`config.mk`:
```
export PLATFORM = sky130hd
export DESIGN_NAME = cpu_test_ctrl
export DESIGN_NICKNAME = d
export VERILOG_FILES = /design/src/rtl/cpu_test_ctrl.sv
export SDC_FILE = /design/constraint.sdc
export NUM_CORES = 1
export LEC_CHECK = 0
export ABC_AREA = 1
export CAP_MARGIN = 20
export CORE_ASPECT_RATIO = 0.6
export CORE_MARGIN = 3
export CORE_UTILIZATION = 45
export DETAILED_ROUTE_END_ITERATION = 10
export HOLD_SLACK_MARGIN = 0.06
export PLACE_DENSITY = 0.84
export REMOVE_ABC_BUFFERS = 1
export SETUP_SLACK_MARGIN = 0.02
export SYNTH_ARGS = -nofsm -noshare
export SYNTH_HDL_FRONTEND = slang
export SYNTH_SLANG_ARGS = --single-unit
```
`constraint.sdc`:
```
create_clock -name sysclk -period 1.9 [get_ports sysclk]
set_input_delay 0.19 -clock sysclk [delete_from_list [all_inputs] [get_ports sysclk]]
set_output_delay 0.19 -clock sysclk [all_outputs]
set_load 0.005 [all_outputs]
```
`src/rtl/cpu_test_ctrl.sv`:
```
// rtl/cpu_test_ctrl.sv - CPU test-harness controller: reset sequencing, run-cycle counting, tohost result snooping
module cpu_test_ctrl #(
    parameter int                      DMEM_ADDR_WIDTH = 12,
    parameter int                      DMEM_DATA_WIDTH = 32,
    parameter int                      RST_CYCLES      = 2,
    parameter int                      TIMEOUT_CYCLES  = 100,
    parameter logic [DMEM_ADDR_WIDTH-1:0] TOHOST_ADDR  = 12'hFFC,
    parameter int                      CNT_WIDTH       = 32,
    parameter int                      HALT_ON_DONE    = 1
) (
    input  logic                       sysclk,
    input  logic                       rst,
    input  logic                       dmem_we,
    input  logic [DMEM_ADDR_WIDTH-1:0] dmem_addr,
    input  logic [DMEM_DATA_WIDTH-1:0] dmem_wdata,
    input  logic                       led,
    output logic                       cpu_rst,
    output logic                       running,
    output logic                       done,
    output logic                       pass,
    output logic                       fail,
    output logic                       timeout,
    output logic [DMEM_DATA_WIDTH-2:0] exit_code,
    output logic [CNT_WIDTH-1:0]       cycle_count,
    output logic [CNT_WIDTH-1:0]       led_toggles
);

    localparam int RST_EFF = (RST_CYCLES < 1) ? 1 : RST_CYCLES;
    localparam int HOLD_W  = (RST_EFF < 2) ? 1 : $clog2(RST_EFF);
    localparam logic [HOLD_W-1:0]    HOLD_LAST = HOLD_W'(RST_EFF - 1);
    localparam logic [CNT_WIDTH-1:0] TO_LAST   = CNT_WIDTH'(TIMEOUT_CYCLES - 1);
    localparam logic [DMEM_DATA_WIDTH-1:0] WDATA_ONE = DMEM_DATA_WIDTH'(1);

    typedef enum logic [2:0] {
        S_HOLD    = 3'd0,
        S_RUN     = 3'd1,
        S_PASS    = 3'd2,
        S_FAIL    = 3'd3,
        S_TIMEOUT = 3'd4
    } state_t;

    state_t                     state_q, state_d;
    logic [HOLD_W-1:0]          hold_q, hold_d;
    logic [CNT_WIDTH-1:0]       cycle_q, cycle_d;
    logic [CNT_WIDTH-1:0]       toggles_q, toggles_d;
    logic [DMEM_DATA_WIDTH-2:0] exit_q, exit_d;
    logic                       led_q;

    logic tohost_hit;
    logic terminal;

    assign tohost_hit = dmem_we && (dmem_addr == TOHOST_ADDR);
    assign terminal   = (state_q == S_PASS) || (state_q == S_FAIL) || (state_q == S_TIMEOUT);

    always_ff @(posedge sysclk or negedge rst) begin
        if (!rst) begin
            state_q   <= S_HOLD;
            hold_q    <= '0;
            cycle_q   <= '0;
            toggles_q <= '0;
            exit_q    <= '0;
            led_q     <= 1'b0;
        end else begin
            state_q   <= state_d;
            hold_q    <= hold_d;
            cycle_q   <= cycle_d;
            toggles_q <= toggles_d;
            exit_q    <= exit_d;
            led_q     <= led;
        end
    end

    always_comb begin
        state_d   = state_q;
        hold_d    = hold_q;
        cycle_d   = cycle_q;
        toggles_d = toggles_q;
        exit_d    = exit_q;
        case (state_q)
            S_HOLD: begin
                hold_d = hold_q + 1'b1;
                if (hold_q == HOLD_LAST) begin
                    state_d = S_RUN;
                end
            end
            S_RUN: begin
                if (cycle_q != '1) begin
                    cycle_d = cycle_q + 1'b1;
                end
                if (led && !led_q && (toggles_q != '1)) begin
                    toggles_d = toggles_q + 1'b1;
                end
                // Even-valued tohost stores are progress markers, not results.
                if (tohost_hit && dmem_wdata[0]) begin
                    if (dmem_wdata == WDATA_ONE) begin
                        state_d = S_PASS;
                    end else begin
                        state_d = S_FAIL;
                        exit_d  = dmem_wdata[DMEM_DATA_WIDTH-1:1];
                    end
                end else if ((TIMEOUT_CYCLES != 0) && (cycle_q == TO_LAST)) begin
                    state_d = S_TIMEOUT;
                end
            end
            default: begin
                state_d = state_q;
            end
        endcase
    end

    assign cpu_rst     = (state_q == S_HOLD) || ((HALT_ON_DONE != 0) && terminal);
    assign running     = (state_q == S_RUN);
    assign pass        = (state_q == S_PASS);
    assign fail        = (state_q == S_FAIL);
    assign timeout     = (state_q == S_TIMEOUT);
    assign done        = pass || fail || timeout;
    assign exit_code   = exit_q;
    assign cycle_count = cycle_q;
    assign led_toggles = toggles_q;

endmodule
```
Yosys cells after proc, flatten, opt, wreduce, memory -nomap -nowiden
Cells that the tools add are included.
{"block": "totals", "regBits": 100, "in_bits": 48, "out_inout_bits": 101, "elab_cells": 40}
{"block": "op_classes", "add_sub_neg": 3, "n_eq_ne": 11, "mux": 5, "n_bitwise": 1, "n_reduce_logical": 14}
{"operator": "$add 32x1->32 const B", "count": 2}
{"operator": "$ne 32x32->1 const B", "count": 2}
{"operator": "$eq 32x1->1 const B", "count": 1}
{"operator": "$eq 32x7->1 const B", "count": 1}
{"operator": "$eq 12x12->1 const B", "count": 1}
{"operator": "$mux 3", "count": 3}
{"operator": "$eq 3x2->1 const B", "count": 2}
{"operator": "$pmux 3 s2", "count": 1}
{"operator": "$reduce_and 3->1", "count": 2}
{"operator": "$logic_and 1x1->1", "count": 4}
{"operator": "$reduce_and 2->1", "count": 2}
{"operator": "$eq 3x1->1 const B", "count": 1}
{"operator": "$eq 3x3->1 const B", "count": 1}
{"operator": "$logic_not 3->1", "count": 1}
{"operator": "$logic_or 1x1->1", "count": 3}
{"operator": "$ne 3x1->1 const B", "count": 1}
{"operator": "$ne 2x2->1 const B", "count": 1}
{"operator": "$reduce_bool 2->1", "count": 1}
{"operator": "$add 1x1->1 const B", "count": 1}
{"operator": "$logic_not 1->1", "count": 1}
{"operator": "$mux 1", "count": 1}
{"operator": "$not 1->1", "count": 1}

Logic depth before layout (Yosys ltp)
Gate-level depths: netlist of the first run.
{"block": "logic_depth", "ltp_word": 5, "ltp_mapped": 13, "mapped_depth_nobuf": 12}

Least setup slack after synthesis of the first run
Ideal clock, no wire load.
{"block": "synth_path", "path_kind": "flip-flop to flip-flop", "start": "register toggles_q[0] (netlist: led_toggles[0])", "end": "register toggles_q[10] (netlist: led_toggles[10])", "setup_time_ns": 0.116, "t_arrival_ns": 1.615, "t_required_ns": 1.784, "setup_slack_ns": 0.169, "path_stages_with_launch": 14, "path_buffers": 1, "synth_period_minus_slack_ns": 1.731, "cell_sequence": "dfrtp_1 > ha_1 > nand3_2 > inv_2 > nand2_2 > inv_2 > nand2_2 > nor2_4 > nand2_4 > nand2_8 > inv_4 > buf_6 > nand2_1 > nand2_1"}
{"block": "synth_via", "elab_chain_len": 3, "word_cells_on_any_way": 4, "classes_between": "add/sub (1); eq/ne (1); reduce/logical (2)"}
{"item": "start: declaration", "line_no": "45", "source": "logic [CNT_WIDTH-1:0] toggles_q, toggles_d;"}
{"item": "start signal: assignment", "line_no": "67", "source": "toggles_q <= toggles_d;"}
{"item": "branches (longest 3 deep; another with $add 32x1->32)"}
Parallel ways; which one is timed is not known.
A chain may end at the register's enable or synchronous reset.

Final worst setup path of the first run
{"block": "layout_path", "start": "register state_q[2]", "end": "output port fail"}
{"block": "layout_via", "elab_chain_len": 1}
{"item": "start: declaration", "line_no": "42", "source": "state_t state_q, state_d;"}
{"item": "start signal: assignment", "line_no": "64", "source": "state_q <= state_d;"}
{"item": "$eq 3x2->1", "line_no": "114", "source": "assign fail = (state_q == S_FAIL);"}
{"item": "end: declaration", "line_no": "21", "source": "output logic fail,"}
Every way passes these cells.

==> results of run 1 <==
==> cell type report <==
class | instances | area, um^2 | area share
multi-input cells | 680 | 3090 | 0.367
inverters | 99 | 382 | 0.0453
repair buffers | 199 | 1910 | 0.227
well taps | 170 | 213 | 0.0253
clock inverters | 6 | 78.8 | 0.00936
clock buffers | 10 | 239 | 0.0284
flip-flops and latches | 100 | 2510 | 0.298
==> power breakdown <==
part	switching, uW	internal [uW]
logic	86.9	103
registers	0.928	2130
clock network	883	1090
total	971	3320
==> metal layers <==
layer	vias up	GRT usage
met1	2895	0.386
li1	3135	-
met2	309	0.359
met4	0	0.0434
met5	-	0
met3	22	0.0894
==> worst min-delay path by stage <==
| stage | start | to | slack [ps] | cells past startpoint |
|---|---|---|---|---|
| final | led | led_q | 350 | 1 |
| after global placement | rst | led_toggles[18] | 300 | 2 |
| after detailed placement | rst | led_toggles[18] | 300 | 2 |
| after floorplan | rst | cycle_count[0] | -110 | 0 |
| after CTS | led | led_q | 340 | 1 |
| after global routing | led | led_q | 340 | 1 |
==> sequential cells by signal, summed over array words and instances, names as in the netlist <==
signal and flops:
exit_code 31, led_toggles 32, led_q 1, state_q 3, cycle_count 32, hold_q 1
==> critical path, stage by stage, from the launching register on <==
cell	delay (ps)
dfrtp_1	410
inv_2	100
nand2_1	120
nor2_1	110
clkdlybuf4s50_1	530
==> timing repair <==
item | CTS | global route
gates resized for setup | 4 | 14
hold buffers | 1 | 0
endpoints found under the hold margin | 100 | 0
setup endpoints to repair | 4 | 57
setup buffers | 0 | 5
gates cloned | 0 | 0
==> Yosys cell counts <==
library cell | number | share of area
nor3b_4 | 1 | 0.0031
nor2_1 | 119 | 0.074
inv_2 | 10 | 0.0062
nand2_4 | 1 | 0.0019
dfrtp_1 | 100 | 0.41
a21oi_1 | 1 | 0.00083
o21ai_1 | 14 | 0.012
nand2_1 | 387 | 0.24
nand3_1 | 28 | 0.023
nor3_4 | 1 | 0.0027
o21ai_0 | 41 | 0.034
xor2_1 | 19 | 0.027
nor3_2 | 2 | 0.0033
buf_6 | 6 | 0.011
ha_1 | 2 | 0.0041
inv_1 | 88 | 0.055
inv_4 | 1 | 0.0010
nand4_1 | 11 | 0.011
nand3_2 | 1 | 0.0017
nand2_8 | 1 | 0.0033
buf_2 | 3 | 0.0025
nand3b_1 | 13 | 0.016
clkbuf_1 | 6 | 0.0037
nand2_2 | 5 | 0.0052
nor3_1 | 13 | 0.011
nor4_1 | 2 | 0.0021
nor2_4 | 2 | 0.0037
xnor2_1 | 15 | 0.022
nor2_8 | 1 | 0.0033
buf_4 | 2 | 0.0025
==> through the flow <==
step | utilization | std cells
after floorplan | - | 879
after global placement | 0.616 | 1242
after detailed placement | 0.616 | 1242
after CTS | 0.641 | 1259
after global routing | 0.647 | 1264
final | 0.647 | 1264
==> kinds of logic after synthesis <==
logic type,share of synthesized area
xor+xnor,0.0492
buf+inv,0.0816
simple gates,0.405
compound gates,0.0463
fa+ha+maj,0.00413
flops,0.413
==> key figures, run 1 <==
Die
  • Chip height: 95.8 um
  • Die footprint: 14,900 um^2
  • Chip width: 156 um
  • Core Box Area: 13,000 um^2
  • Initial Util: 0.465
  • I/O Pins: 149
  • FP Rows: 32

Timing
  • Final period utilization: 0.948
  • RSZ-0062 raised after global routing: false
  • Endpoints failing setup: 0
  • TNS Setup: 0 ps
  • Worst setup margin: 99.7 ps
  • Max-slew headroom: 0.634
  • Min Hold Slack: 351 ps
  • Actual slew at the worst max-slew pin: 549 ps
  • Final Hold Vio Count: 0
  • Max-slew violations: 0
  • Clock skew: 10.1 ps
  • Final min period: 1800 ps
  • Max Freq: 555 MHz

Final layout
  • Design area: 8420 um^2
  • Most common cell after layout, fill and taps aside: nand2_1
  • Most frequent cells in the layout: nand2_1 (386), clkdlybuf4s50_1 (144), nor2_1 (117)
  • Share of layout cells above drive strength 1: 0.0951
  • FILL cells: 1,164
  • Final net count: 1,139
  • # diodes: 0
  • P&R area growth vs syn: 39.1%

Clock tree
  • CTS sink count: 100
  • Worst-path clk slew: 70 ps
  • CTS tree: done
  • H-tree levels: 3
  • Clk Latency, worst-skew pair: 340 ps
  • Inserted Clock Buffers: 9
  • CTS Buffer Depth: 2
  • Root buffer cell: clkbuf_16

Detailed routing
  • First drt pass iteration count: 8
  • Total number of vias: 6,361
  • Met3 WL post-DR: 2160 um
  • Drt drc: 0
  • Metal2 WL: 7360 um
  • Number of vias per cell: 5.03
  • WL met1: 8910 um
  • Max Used Layer: met4
  • Wire per inst: 14.7 um
  • Number of DRC markers in iteration 0: 514
  • Post-Route WL: 18,600 um
  • Antenna Nets Post-Route: 0

Synth
  • Mapped Cells: 896
  • Seq/Total Area, Yosys: 0.413
  • Cell area after synthesis: 6050 um^2
  • Syn Area/Cell: 6.76 um^2
  • YS warnings: 0
  • Register bit total from synthesis: 100
  • Post-synth cell types: 30

Global routing
  • Initial antenna violation count: 0
  • Vias in the first global route: 6,007
  • Grt ovf: 0
  • Largest net degree at the start of global routing: 101
  • Global-route wire length before repair: 30,500 um
  • Total GRT Usage: 0.257

Power and ir drop
  • Leakage: 0.00398 uW
  • Total power: 4290 uW
  • VDD IR max: 0.368 mV
  • PD cells: 509 nW/um^2

Setup path
  • Critical path startpoint category: register
  • CP Max Fanout: 4
  • Worst setup EP type: output pin
  • R2r startpoint: led_toggles[0]
  • CP Capture Point: fail
  • Crit path from: state_q[2]
  • CP required: 1710 ps
  • Worst r2r path cells: 12
  • CP arrival: 1610 ps
  • CP Class: register to output pin
  • Flop2flop setup slack: 120 ps
  • RR Endpoint: led_toggles[6]

Outcome
  • Outcome: completed

Place
  • Pre-CTS setup slack: 65.5 ps
  • Detailed placer's ending HPWL: 14,500 um
  • Port bufs: 148
  • GP Congestion: 1.02
  • Dpl cell area: 8020 um^2

Job
  • Max cap viols: 0

Min path
  • Hold Crit Class: input pin to register
Note: power is estimated with default switching activity, not from simulation.
==> inputs of run 2 (changes only) <==
Settings changed: CORE_UTILIZATION 45 to 42, DONT_BUFFER_PORTS set to 1, PLACE_DENSITY 0.84 to 0.66.
==> key figures, run 2 (synthesis results as in run 1) <==
Outcome
  • Outcome: finished with violations
  • Failing checks: negative hold slack

Die
  • Chip width: 161 um (+3.4%)
  • I/O Pins: 149 (unchanged)
  • Die footprint: 15,900 um^2 (+6.8%)
  • Chip height: 99.0 um (+3.3%)
  • FP Rows: 33 (+3.1%)
  • Initial Util: 0.436 (-0.0289)
  • Core Box Area: 13,900 um^2 (+6.6%)

Final layout
  • Design area: 7330 um^2 (-13%)
  • FILL cells: 1,356 (+16%)
  • Area of the multi-input gates: 3100 um^2 (+0.53%)
  • Share of layout cells above drive strength 1: 0.116 (+0.0206)
  • Most common cell after layout, fill and taps aside: nand2_1
  • # diodes: 0 (unchanged)
  • P&R area growth vs syn: 21.1%
  • Final net count: 1,031 (-9.5%)
  • Register Area: 2510 um^2 (+0.10%)
  • Most frequent cells in the layout: nand2_1 (387), nor2_1 (115), dfrtp_1 (95)

Timing
  • TNS Setup: 0 ps (unchanged)
  • Actual slew at the worst max-slew pin: 339 ps (-210 ps)
  • Max-slew violations: 0 (unchanged)
  • Min Hold Slack: -459 ps (-810 ps)
  • Final min period: 1790 ps (-14.9 ps)
  • Worst setup margin: 115 ps (+14.9 ps)
  • RSZ-0062 raised after global routing: true
  • Clock skew: 12.1 ps (+2.05 ps)
  • Max Freq: 560 MHz (+0.83%)
  • Final period utilization: 0.940 (-0.00782)
  • Max-slew headroom: 0.772 (+0.138)
  • Endpoints failing setup: 0 (unchanged)
  • Final Hold Vio Count: 100 (+100)

Global routing
  • Largest net degree at the start of global routing: 101 (unchanged)
  • Initial antenna violation count: 0 (unchanged)
  • Global-route wire length before repair: 29,800 um (-2.3%)
  • Total GRT Usage: 0.235 (-0.0215)
  • Vias in the first global route: 5,484 (-8.7%)
  • Grt ovf: 0 (unchanged)

Clock tree
  • Inserted Clock Buffers: 9 (unchanged)
  • CTS sink count: 100 (unchanged)
  • CTS Buffer Depth: 2 (unchanged)
  • H-tree levels: 3 (unchanged)
  • Root buffer cell: clkbuf_16
  • Hold-fix buffers, CTS: 32 (+31)
  • CTS tree: done
  • Worst-path clk slew: 80 ps (about the same)
  • Clk Latency, worst-skew pair: 340 ps (about the same)

Place
  • Detailed placer's ending HPWL: 13,800 um (-4.9%)
  • Dpl cell area: 6640 um^2 (-17%)
  • GP Congestion: 0.991 (-2.5%)
  • Pre-CTS setup slack: 104 ps (+38.4 ps)
  • Port bufs: 0 (-100%)

Setup path
  • CP arrival: 2000 ps (+390 ps)
  • Critical path startpoint category: register
  • Worst setup EP type: register
  • CP required: 2110 ps (+400 ps)
  • CP Class: register to register
  • CP Max Fanout: 21 (+17)

Detailed routing
  • Total number of vias: 5,929 (-6.8%)
  • Number of vias per cell: 5.03 (about the same)
  • Wire per inst: 15.8 um (+7.1%)
  • Number of DRC markers in iteration 0: 594 (+16%)
  • Drt drc: 0 (unchanged)
  • Post-Route WL: 18,600 um (-0.20%)
  • First drt pass iteration count: 5 (-3)
  • Antenna Nets Post-Route: 0 (unchanged)

Power and ir drop
  • VDD IR max: 0.518 mV (+41%)
  • PD cells: 554 nW/um^2 (+8.7%)
  • Leakage: 0.00358 uW (-10%)

Min path
  • Hold Crit Class: input pin to asynchronous set/reset pin

Job
  • Max cap viols: 0 (unchanged)
[run 2: cell types whose count changed in the layout (fill, tap and decap cells not counted), sizes merged]
cell           change
dlymetal6s2s       -1
bufinv             -1
dlygate4sd3       +31
clkinvlp           +1
dlygate4sd2        -2
buf                +8
clkdlybuf4s50    -144
[run 2: path summary, 6_finish.rpt]
path / startpoint / end / slack, ps / cells past startpoint
worst min-delay path: rst / led_toggles[18] / -460 / 0
max in group asynchronous: rst / cycle_count[12] / 2110 / 0
worst min register to register: hold_q / hold_q / 520 / 2
worst max register to register: state_q[1] / led_toggles[15] / 110 / 9
min in group sysclk: dmem_addr[3] / state_q[1] / 240 / 4
worst max-delay path: state_q[1] / led_toggles[15] / 110 / 9
[run 2: per-stage QoR]
step	total power [uW]	instances	utilization	hold WS, ps
floorplan	2210	879	-	-106
global placement	2210	1127	0.478	-103
detailed placement	2220	1127	0.478	-103
CTS	4110	1175	0.523	-473
global route	4220	1178	0.528	-483
finish	4060	1178	0.528	-459
[run 2: cell type report]
type,count,share of cell area
Inverter,99,0.0520
Multi-Input combinational cell,680,0.423
Clock buffer,10,0.0326
Sequential cell,100,0.342
Timing Repair Buffer,91,0.110
Tap cell,192,0.0328
Clock inverter,6,0.00768
[run 2: what timing repair did]
item / in CTS / in global routing
endpoints found under the setup margin: 0 / 56
resized for setup: 0 / 19
buffers inserted: 0 / 3
endpoints found under the hold margin: 132 / 100
[run 2: worst max-delay path, stage by stage (launching register included)]
cell	delay (ps)
dfrtp_1	410
nor2_2	120
inv_2	70
nor2_8	200
inv_4	70
nor3b_4	340
nand2_8	110
buf_12	170
nand2_1	70
o21ai_0	90
[run 2: per-layer routing]
layer	vias up	share of wire	GRT usage	wire length, um
met5	-	0	0	0
met4	0	0.0048	0.0311	89
met3	6	0.12	0.0748	2190
met2	283	0.38	0.305	7140
met1	2718	0.49	0.382	9140
li1	2922	-	-	-
[run 2: report_power, final]
part | leakage (uW) | switching, uW | internal [uW]
Combinational | 0.00206 | 43.9 | 58.4
Clock | 0.000143 | 876 | 954
Sequential | 0.00137 | 0.805 | 2130
